==> config.mk <==
export PLATFORM = sky130hd
export DESIGN_NAME = ysyx_24070014_bus_arbiter
export DESIGN_NICKNAME = d
export VERILOG_FILES = /design/src/rtl/ysyx_24070014_bus_pkg.sv /design/src/rtl/ysyx_24070014_rr_picker.sv /design/src/rtl/ysyx_24070014_bus_arbiter.sv
export SDC_FILE = /design/constraint.sdc
export NUM_CORES = 1
export LEC_CHECK = 0
export ABC_AREA = 1
export CORE_AREA = 3 3 112 114
export DETAILED_ROUTE_END_ITERATION = 16
export DIE_AREA = 0 0 115 117
export GPL_ROUTABILITY_DRIVEN = 0
export GPL_TIMING_DRIVEN = 1
export PLACE_DENSITY_LB_ADDON = 0.15
export SETUP_SLACK_MARGIN = 0.3
export SLEW_MARGIN = 10
export SYNTH_ARGS = -nofsm -noshare
export SYNTH_HDL_FRONTEND = slang
export SYNTH_SLANG_ARGS = --single-unit
==> constraint.sdc <==
create_clock -name clk -period 2.2 [get_ports clk]
set_input_delay 0.22 -clock clk [delete_from_list [all_inputs] [get_ports clk]]
set_output_delay 0.22 -clock clk [all_outputs]
set_load 0.01 [all_outputs]
==> src/rtl/ysyx_24070014_bus_pkg.sv <==
// Shared constants and types for the bus arbiter: state encoding, default widths,
// and the index-width helper used by the arbiter and its round-robin picker.
package ysyx_24070014_bus_pkg;

  localparam logic [1:0] ST_IDLE = 2'b00;
  localparam logic [1:0] ST_REQ  = 2'b01;
  localparam logic [1:0] ST_RESP = 2'b10;

  localparam int DEF_ADDR_LEN = 32;
  localparam int DEF_DATA_LEN = 32;

  typedef enum logic [1:0] {
    S_IDLE = ST_IDLE,
    S_REQ  = ST_REQ,
    S_RESP = ST_RESP
  } bus_state_e;

  // A single requester still needs a 1-bit index so that port widths stay legal.
  function automatic int idx_w(input int n);
    return (n > 1) ? $clog2(n) : 1;
  endfunction

endpackage

==> src/rtl/ysyx_24070014_rr_picker.sv <==
// Combinational round-robin picker: one-hot grant to the first requester found
// in circular order, starting at i_last+1.
module ysyx_24070014_rr_picker
  import ysyx_24070014_bus_pkg::*;
#(
  parameter int NR_MASTER = 2,
  parameter int IW        = idx_w(NR_MASTER)
) (
  input  logic [NR_MASTER-1:0] i_req,
  input  logic [IW-1:0]        i_last,
  output logic [NR_MASTER-1:0] o_grant
);

  logic          w_found;
  logic [IW-1:0] w_idx;

  always_comb begin
    o_grant = '0;
    w_found = 1'b0;
    w_idx   = '0;
    for (int k = 1; k <= NR_MASTER; k++) begin
      w_idx = IW'((int'(i_last) + k) % NR_MASTER);
      if (!w_found && i_req[w_idx]) begin
        o_grant[w_idx] = 1'b1;
        w_found        = 1'b1;
      end
    end
  end

endmodule

==> src/rtl/ysyx_24070014_bus_arbiter.sv <==
// Round-robin arbiter sharing one slave port among NR_MASTER requesters, locked
// to one owner from request acceptance until the response handshake.
//   state  | meaning
//   S_IDLE | no owner; pick next requester after r_last
//   S_REQ  | owner's request steered to the slave, waiting for s_req_ready
//   S_RESP | waiting for the slave response to reach the owner
module ysyx_24070014_bus_arbiter
  import ysyx_24070014_bus_pkg::*;
#(
  parameter int NR_MASTER = 2,
  parameter int ADDR_LEN  = DEF_ADDR_LEN,
  parameter int DATA_LEN  = DEF_DATA_LEN
) (
  input  logic                            clk,
  input  logic                            rst_n,
  input  logic [NR_MASTER-1:0]            m_req_valid,
  output logic [NR_MASTER-1:0]            m_req_ready,
  input  logic [NR_MASTER*ADDR_LEN-1:0]   m_req_addr,
  input  logic [NR_MASTER-1:0]            m_req_wen,
  input  logic [NR_MASTER*DATA_LEN-1:0]   m_req_wdata,
  input  logic [NR_MASTER*DATA_LEN/8-1:0] m_req_wmask,
  output logic [NR_MASTER-1:0]            m_resp_valid,
  input  logic [NR_MASTER-1:0]            m_resp_ready,
  output logic [DATA_LEN-1:0]             m_resp_rdata,
  output logic                            s_req_valid,
  input  logic                            s_req_ready,
  output logic [ADDR_LEN-1:0]             s_req_addr,
  output logic                            s_req_wen,
  output logic [DATA_LEN-1:0]             s_req_wdata,
  output logic [DATA_LEN/8-1:0]           s_req_wmask,
  input  logic                            s_resp_valid,
  output logic                            s_resp_ready,
  input  logic [DATA_LEN-1:0]             s_resp_rdata,
  output logic [NR_MASTER-1:0]            grant,
  output logic                            busy
);

  localparam int IW = idx_w(NR_MASTER);
  localparam int MW = DATA_LEN / 8;

  bus_state_e           r_state;
  logic [NR_MASTER-1:0] r_grant;
  logic [IW-1:0]        r_last;

  logic [NR_MASTER-1:0] w_next;
  logic [IW-1:0]        w_gidx;
  logic                 w_sel_valid;
  logic                 w_sel_resp_ready;
  logic [ADDR_LEN-1:0]  w_addr;
  logic                 w_wen;
  logic [DATA_LEN-1:0]  w_wdata;
  logic [MW-1:0]        w_wmask;
  logic                 w_in_req;
  logic                 w_in_resp;

  ysyx_24070014_rr_picker #(
    .NR_MASTER (NR_MASTER),
    .IW        (IW)
  ) u_picker (
    .i_req   (m_req_valid),
    .i_last  (r_last),
    .o_grant (w_next)
  );

  // One-hot keyed steering: only the granted master's fields can reach the slave.
  always_comb begin
    w_gidx           = '0;
    w_sel_valid      = 1'b0;
    w_sel_resp_ready = 1'b0;
    w_addr           = '0;
    w_wen            = 1'b0;
    w_wdata          = '0;
    w_wmask          = '0;
    for (int i = 0; i < NR_MASTER; i++) begin
      if (r_grant[i]) begin
        w_gidx           = IW'(i);
        w_sel_valid      = m_req_valid[i];
        w_sel_resp_ready = m_resp_ready[i];
        w_addr           = m_req_addr[i*ADDR_LEN +: ADDR_LEN];
        w_wen            = m_req_wen[i];
        w_wdata          = m_req_wdata[i*DATA_LEN +: DATA_LEN];
        w_wmask          = m_req_wmask[i*MW +: MW];
      end
    end
  end

  assign w_in_req  = (r_state == S_REQ);
  assign w_in_resp = (r_state == S_RESP);

  assign s_req_valid  = w_in_req & w_sel_valid;
  assign s_req_addr   = w_in_req ? w_addr  : '0;
  assign s_req_wen    = w_in_req & w_wen;
  assign s_req_wdata  = w_in_req ? w_wdata : '0;
  assign s_req_wmask  = w_in_req ? w_wmask : '0;
  assign m_req_ready  = (w_in_req & s_req_ready) ? r_grant : '0;
  assign m_resp_valid = (w_in_resp & s_resp_valid) ? r_grant : '0;
  assign s_resp_ready = w_in_resp & w_sel_resp_ready;
  assign m_resp_rdata = s_resp_rdata;
  assign grant        = r_grant;
  assign busy         = (r_state != S_IDLE);

  always_ff @(posedge clk or negedge rst_n) begin
    if (!rst_n) begin
      r_state <= S_IDLE;
      r_grant <= '0;
      r_last  <= IW'(NR_MASTER - 1);
    end else begin
      case (r_state)
        S_IDLE: begin
          if (|m_req_valid) begin
            r_grant <= w_next;
            r_state <= S_REQ;
          end
        end
        S_REQ: begin
          // Owner withdrew before acceptance: drop the lock without moving r_last.
          if (!w_sel_valid) begin
            r_grant <= '0;
            r_state <= S_IDLE;
          end else if (s_req_ready) begin
            r_state <= S_RESP;
          end
        end
        S_RESP: begin
          if (s_resp_valid && w_sel_resp_ready) begin
            r_last  <= w_gidx;
            r_grant <= '0;
            r_state <= S_IDLE;
          end
        end
        default: begin
          r_grant <= '0;
          r_state <= S_IDLE;
        end
      endcase
    end
  end

endmodule

# Word-level counts from Yosys, hierarchy flattened
# Index checks and enable logic that the tools add are counted.
[totals]
register_bits = 5
output_inout_bits = 110
wordCells = 69
[classes]
eq_ne = 6
reduce_logical = 11
n_bitwise = 6
order_cmp = 4
n_addsub = 2
n_mux = 37
[op_table]
columns = ["cell", "count"]
rows = [
  ["2-to-1 mux 32 bit", 6],
  ["2-to-1 mux 2 bit", 10],
  ["2-to-1 mux 1 bit", 14],
  ["2-to-1 mux 4 bit", 3],
  ["case mux 2 bit (3 select lines)", 2],
  ["AND reduction 3 bit", 2],
  ["bitwise AND 1 bit", 5],
  ["logical AND 1 bit", 4],
  ["< comparator 1 x 2 -> 1 bit (second input constant)", 2],
  ["inequality test 2 bit (second input constant)", 2],
  ["inequality test 3 bit (second input constant)", 1],
  ["adder 1 bit (second input constant)", 2],
  ["demux 1 bit (select 1 bit)", 2],
  ["== test 2 x 1 -> 1 bit (second input constant)", 1],
  ["== test 2 bit (second input constant)", 1],
  ["greater-or-equal comparator 1 bit (second input constant)", 2],
  ["zero test 2 bit", 1],
  ["inequality test 2 x 1 -> 1 bit (second input constant)", 1],
  ["bitwise OR 2 bit", 1],
  ["AND reduction 2 bit", 1],
  ["nonzero test 2 bit", 1],
  ["OR reduction 2 bit", 1],
  ["zero test 1 bit", 1],
]

# Logic depth before layout (Yosys ltp)
# Gate-level depths: netlist of the first run.
[logic_depth]
depth_word = 10
ltp_mapped = 9
depth_no_buf = 8

# Cells and area by module
# A second synthesis of the first run with hierarchy kept.
[unflattened]
cells_unflattened = 327
area_unflattened_um2 = 1612.8
[by_module_without_submodules]
columns = ["mod", "instances", "seq_area_each_um2", "cells_per_inst", "area_per_inst_um2"]
rows = [
  ["ysyx_24070014_bus_arbiter", 1, 126.4, 323, 1585.3],
  ["ysyx_24070014_rr_picker", 1, 0.0, 4, 27.5],
]

# Worst setup path after synthesis of the first run
# No wires, ideal clock.
[synth_timing]
path_kind = "register to output"
from = "reg r_grant[0], in the netlist grant[0]"
to = "out s_req_wdata[24]"
setup_slack_ns = 0.826
n_path_buf = 2
required_ns = 1.980
t_arrival_ns = 1.154
stages_incl_launch_ff = 7
cell_sequence = "dfrtp_1 -> inv_2 -> nor2_4 -> buf_4 -> buf_6 -> nand2_1 -> a21oi_1"
[synth_via]
elab_chain_cells = 3
[synth_lines]
columns = ["item", "line", "source"]
rows = [
  ["start: declaration", "ysyx_24070014_bus_arbiter.sv:42", "logic [NR_MASTER-1:0] r_grant;"],
  ["start signal: assignment", "ysyx_24070014_bus_arbiter.sv:111", "r_grant <= w_next;"],
  ["2-to-1 mux 32 bit (2 in a row)", "ysyx_24070014_bus_arbiter.sv:75", "if (r_grant[i]) begin"],
  ["2-to-1 mux 32 bit", "ysyx_24070014_bus_arbiter.sv:93", "assign s_req_wdata = w_in_req ? w_wdata : '0;"],
  ["end: declaration", "ysyx_24070014_bus_arbiter.sv:29", "output logic [DATA_LEN-1:0] s_req_wdata,"],
]
# Every way passes these cells.

# Worst setup path in the final report of the first run
[layout_timing]
from = "reg r_grant[1], in the netlist grant[1]"
to = "out grant[1]"
[layout_rtl]
columns = ["item", "line", "source"]
rows = [
  ["end: declaration", "ysyx_24070014_bus_arbiter.sv:34", "output logic [NR_MASTER-1:0] grant,"],
]
# No word-level cell between the ends.

==> results.cfg, run 1 <==
[job]
max_cap_viol_count = 0

[route]
drc = 0
antenna_left = 0
dr.pass1.iters = 4
drt_iter0_markers = 99
dr_total_vias = 2668
wl_per_cell_um = 14.4
wirelength_um = 9240
routed_via_density = 4.16

[clock_network]
clk_pin_slew_worst_paths_ps = 30
post_cts_buffers = 0
htreeDepth = 1
cts_made_buffers = 3
clockBufferDepth = 2
cts_tree = yes
cts_sinks = 5
cts-root-buf = clkbuf_16
postCtsHoldBufs = 0
clk_latency_ps = 230

[setup_path]
cp.buffers_inverters = 2
critPathRequiredTime_ps = 1980
worst-path-stages = 2
path_cells = bufbuf_16 -> clkdlybuf4s50_1
start_kind = register
cp.arrival_ps = 1560
setup.worst_path.class = reg2out
reg2reg_depth = 8
r2r_setup_slack_ps = 870
r2r_end = grant[0]$_DFFE_PN0P_
cpLargestDelayFamily = buffers and inverters
critPathLaunch = grant[1]$_DFFE_PN0P_
critPathCaptureType = primary output
cp_max_fo = 24
cpPeakStageDelay_ps = 550
slowest_stage = clkdlybuf4s50_1
reg2reg_from = grant[1]$_DFFE_PN0P_
worstSetupEndpoint = grant[1]

[sta]
fmax_ghz = 0.563
tns_ps = 0
post-route-min-period_ps = 1780
maxSlewHeadroom_pct = 81.7
rsz0062_at_grt = false
drv_slew = 0
max_slew.worst_pin.slew_ps = 275
fin_crit_sh_pct = 80.7
holdWs_ps = 228
hold_viol = 0
skew_ps = 0.288
setup_viol = 0

[power_and_ir_drop]
ir_drop_mv = 0.508
leakagePower_uw = 0.00261
power-per-cell-area_mw_per_mm2 = 760

[global_routing]
grt_use_total_pct = 12.0
antenna_found_initial = 0
gr-usage-met1_pct = 13.9
busiest_layer = met2
grt_pass1_wl_um = 13000
grt_pass1_vias = 2477
grt_start_max_net_pins = 39
grt_overflow = 0
grt_use_met3_pct = 3.03
use_met2_pct = 23.0

[final_layout]
drive_gt1_share_pct = 3.81
fillers = 1250
regArea_um2 = 129
fin_nets = 678
synthToLayoutAreaGrowth_pct = 154
multi_input_area_mm2 = 0.00104
n_antenna_cell = 0

[placement]
place_hpwl_um = 7160
portBuffers = 223

[logic_synthesis]
ys_types = 19
synth_area_per_cell_um2 = 4.92
yosysWarnings = 0
syn_inst = 320
synth_area_mm2 = 0.00157
synth_seq_cells = 5
ys_seq_area_share_pct = 8.03
syn-num-nets = 498

[die]
coreArea_mm2 = 0.0115
start_util_pct = 13.7
die-area_mm2 = 0.0135
io_pins = 288
fp-row-count = 39
die_w_um = 115
dieHeight_um = 117

[run_status]
status = complete, no violations

[worst_hold_path]
hold_path_class = in2async
-- area by class of cell --
cell class	count	area share [%]
well taps	143	4.48
multi-input cells	246	26.0
repair buffers	230	63.1
clock buffers	4	1.97
inverters	14	1.31
flip-flops and latches	5	3.22
-- layout by cell type, fill, tap and decap left out, drive strengths merged --
cell and n:
nand2 159, clkdlybuf4s50 148, dlymetal6s2s 70, a21oi 69, inv 14, nor2 8, buf 6, clkbuf 5
dlygate4sd2 4, dfrtp 4, nand3 3, nor3 2, o21ai 2, and2 1, o211ai 1, nand4 1
bufbuf 1, dfstp 1
-- metrics by stage --
stage               utilization (%)  power, uW  std cells  instance area (um^2)  worst slack (ps)
floorplan                         -       1500        320                  1570               826
global placement               32.2       2820        637                  3710               267
detailed placement             32.2       2820        637                  3710               245
CTS                            33.2       3200        642                  3820              75.3
global route                   34.7       3340        642                  4000               335
finish                         34.7       3040        642                  4000               424
-- cell usage after synthesis --
| cell type | instances | share of area (%) |
|---|---|---|
| nand2_1 | 159 | 38 |
| a21oi_1 | 69 | 22 |
| buf_4 | 35 | 17 |
| buf_2 | 12 | 3.8 |
| inv_1 | 11 | 2.6 |
| clkbuf_1 | 7 | 1.7 |
| nor2_1 | 7 | 1.7 |
| dfrtp_1 | 4 | 6.4 |
| inv_2 | 3 | 0.72 |
| nand3_1 | 3 | 0.95 |
| nor3_1 | 2 | 0.64 |
| and2_1 | 1 | 0.40 |
| buf_6 | 1 | 0.72 |
| dfstp_2 | 1 | 1.7 |
| nand4_1 | 1 | 0.40 |
| nor2_4 | 1 | 0.72 |
| o211ai_1 | 1 | 0.48 |
| o21ai_0 | 1 | 0.32 |
| o21ai_1 | 1 | 0.32 |
-- worst min path at each step --
stage / from / to / slack (ps) / cells after the start
2_1_floorplan: rst_n / grant[0]$_DFFE_PN0P_ / -80 / 0
3_3_place_gp: s_resp_rdata[17] / m_resp_rdata[17] / 440 / 0
3_5_place_dp: s_resp_rdata[17] / m_resp_rdata[17] / 440 / 0
4_1_cts: rst_n / r_state[1]$_DFFE_PN0P_ / 240 / 1
5_1_grt: rst_n / grant[0]$_DFFE_PN0P_ / 240 / 1
6_report: rst_n / r_state[1]$_DFFE_PN0P_ / 230 / 1
-- metal layers --
| metal | up-vias | part of all wire [%] |
|---|---|---|
| li1 | 1331 | - |
| met1 | 1171 | 38 |
| met2 | 159 | 52 |
| met3 | 7 | 10 |
| met4 | 0 | 0.55 |
| met5 | - | 0 |
-- kinds of logic after synthesis --
family | synth area share (%)
AOI/OAI and AO/OA | 23.1
DFF | 8.03
buffers and inverters | 26.2
and+or+nand+nor | 42.7
-- what timing repair did --
item,in CTS,in global routing
endpoints found under the setup margin,73,71
resized for setup,7,74
pin swaps,0,0
gates cloned,1,0
endpoints found under the hold margin,0,0
-- worst register-to-register path, cell delays in order, from the launching register on --
cell       delay, ps
dfrtp_2          430
bufbuf_16        340
nand2_1           80
nand3_1          100
nand2_1           60
inv_1             50
nand2_1           60
nand2_1           60
nand2_1           50
-- report_power, final --
group	internal (uW)	switching, uW	total [uW]	leakage (uW)
clock network	240	58.9	299	0.0000382
logic	1210	1340	2550	0.00251
registers	144	47.4	192	0.0000592
-- registers in the layout, indices dropped and copies added (netlist names) --
name     count
grant        2
r_last       1
r_state      2
Power figures use the tool's default switching activity.
==> run 2, diff against run 1 <==
- CORE_AREA: 3 3 112 114 -> 3 3 110 112
- DIE_AREA: 0 0 115 117 -> 0 0 113 115
- clock period: 2.2 -> 1.6 ns (I/O delays scaled with it)
==> results.cfg, run 2 (synthesis results as in run 1) <==
[run_status]
status = finished with violations
violations = setup timing

[final_layout]
fillers = 1219
fin_nets = 733
final_common_cell = clkdlybuf4s50_1
layout_common_cells = 145 x clkdlybuf4s50_1, 126 x nand2_1, 71 x buf_2, 52 x a21oi_2, 27 x buf_4
regArea_um2 = 128
post-route-util_pct = 40.1
synthToLayoutAreaGrowth_pct = 189
n_antenna_cell = 0
drive_gt1_share_pct = 44.4
multi_input_area_mm2 = 0.00146

[setup_path]
reg2reg_depth = 9
critPathRequiredTime_ps = 1440
cpLargestDelayFamily = buffers and inverters
cp_max_fo = 7
crit_top_cell = buf_6
slowest_stage = dfrtp_1
path_cells = nor2_4 -> clkinv_4 -> buf_6 -> buf_6 -> a21oi_2 -> buf_2
start_kind = register
setup.worst_path.class = reg2out
cpPeakStageDelay_ps = 420
cp.buffers_inverters = 4
worst-path-stages = 6
critPathCaptureType = primary output
cp.arrival_ps = 1510

[worst_hold_path]
hold_path_class = in2async

[global_routing]
grt_start_max_net_pins = 34
grt_overflow = 0
grt_use_total_pct = 12.5
grt_pass1_vias = 2697
antenna_found_initial = 0
grt_pass1_wl_um = 13500

[route]
antenna_left = 0
wl_per_cell_um = 14.8
drt_iter0_markers = 88
routed_via_density = 4.16
dr.pass1.iters = 3
wirelength_um = 10300
drc = 0
dr_total_vias = 2900

[power_and_ir_drop]
power_switching_share_pct = 47.3
p_seq_share_pct = 4.2
share_clk_of_total_power_pct = 6.7
p_switching_uw = 2880
finalPower_uw = 6090
ir_drop_mv = 0.884
power-per-cell-area_mw_per_mm2 = 1340
leakagePower_uw = 0.00201
combPwrFrac_pct = 89.1
p_int_uw = 3200

[sta]
post-route-min-period_ps = 1670
hold_viol = 0
fmax_ghz = 0.600
layout_setup_ws_ps = -67.2
fin_crit_sh_pct = 104
maxSlewHeadroom_pct = 83.5
tns_ps = -408
max_slew.worst_pin.slew_ps = 247
skew_ps = 1.88
setup_viol = 23
drv_slew = 0
rsz0062_at_grt = true

[placement]
portBuffers = 223
place_hpwl_um = 7400

[die]
io_pins = 288
coreArea_mm2 = 0.0113
fp-row-count = 39
dieHeight_um = 115
die_w_um = 113
start_util_pct = 13.9
die-area_mm2 = 0.0130

[clock_network]
cts_tree = yes
clk_latency_ps = 230
cts_made_buffers = 3
cts_sinks = 5
clockBufferDepth = 2
clk_pin_slew_worst_paths_ps = 30
htreeDepth = 1
cts-root-buf = clkbuf_16

[job]
max_cap_viol_count = 0
run 2: cell count changes in the layout (fill, tap and decap cells not counted), sizes merged, moves of 2 or more:
cell,before,now
buf,6,132
dlygate4sd2,4,2
clkbuf,5,9
clkdlybuf4s50,148,145
dlymetal6s2s,70,0
run 2: final timing paths:
| kind | to | slack [ps] | startpoint |
|---|---|---|---|
| max in group asynchronous | r_last$_DFFE_PN1P_ | 1170 | rst_n |
| min reg2reg | r_last$_DFFE_PN1P_ | 480 | r_last$_DFFE_PN1P_ |
| min in group clk | m_resp_rdata[25] | 320 | s_resp_rdata[25] |
| max | s_req_addr[29] | -70 | r_state[1]$_DFFE_PN0P_ |
| min | r_state[0]$_DFFE_PN0P_ | 170 | rst_n |
| max reg2reg | grant[0]$_DFFE_PN0P_ | 250 | grant[1]$_DFFE_PN0P_ |
run 2: routing by layer:
| metal | global-route usage [%] | routed length (um) | vias up |
|---|---|---|---|
| met1 | 14.9 | 3990 | 1308 |
| met3 | 2.84 | 845 | 4 |
| li1 | - | - | 1445 |
| met2 | 23.7 | 5450 | 143 |
| met5 | 0 | 0 | - |
| met4 | 1.60 | 29 | 0 |
run 2: timing repair:
| action | in CTS | in global routing |
|---|---|---|
| gates resized for setup | 340 | 119 |
| endpoints found under the setup margin | 82 | 82 |
| hold buffers | 0 | 0 |
| setup buffers | 11 | 5 |
| gates cloned | 2 | 5 |
| pin swaps | 5 | 20 |
run 2: cell type report:
cell class	instances	area share [%]
multi-input cells	246	32.0
well taps	143	3.94
repair inverters	1	0.248
clock buffers	4	1.74
repair buffers	284	57.9
flip-flops and latches	5	2.81
inverters	14	1.38
run 2: power by group through the flow:
stage | clock, uW | combinational (uW) | sequential, uW
4_1_cts | 414 | 4340 | 249
2_1_floorplan | 0 | 1880 | 240
3_5_place_dp | 0 | 4250 | 241
5_1_grt | 427 | 5860 | 263
3_3_place_gp | 0 | 4250 | 234
6_report | 408 | 5420 | 257
run 2: per-stage QoR:
stage | setup slack [ps] | hold WS, ps | instance area, um^2 | instances
6_report | -67.2 | 166 | 4540 | 697
2_1_floorplan | 323 | -136 | 1610 | 320
3_5_place_dp | -231 | 320 | 4020 | 670
3_3_place_gp | -221 | 320 | 4020 | 670
5_1_grt | -131 | 191 | 4540 | 697
4_1_cts | -79.4 | 181 | 3990 | 687
==> run 3, diff against run 2 <==
- SLEW_MARGIN: 10 -> 20
==> results of run 3 <==
Same layout as run 2: the final DEF is identical, and so are final timing and power.
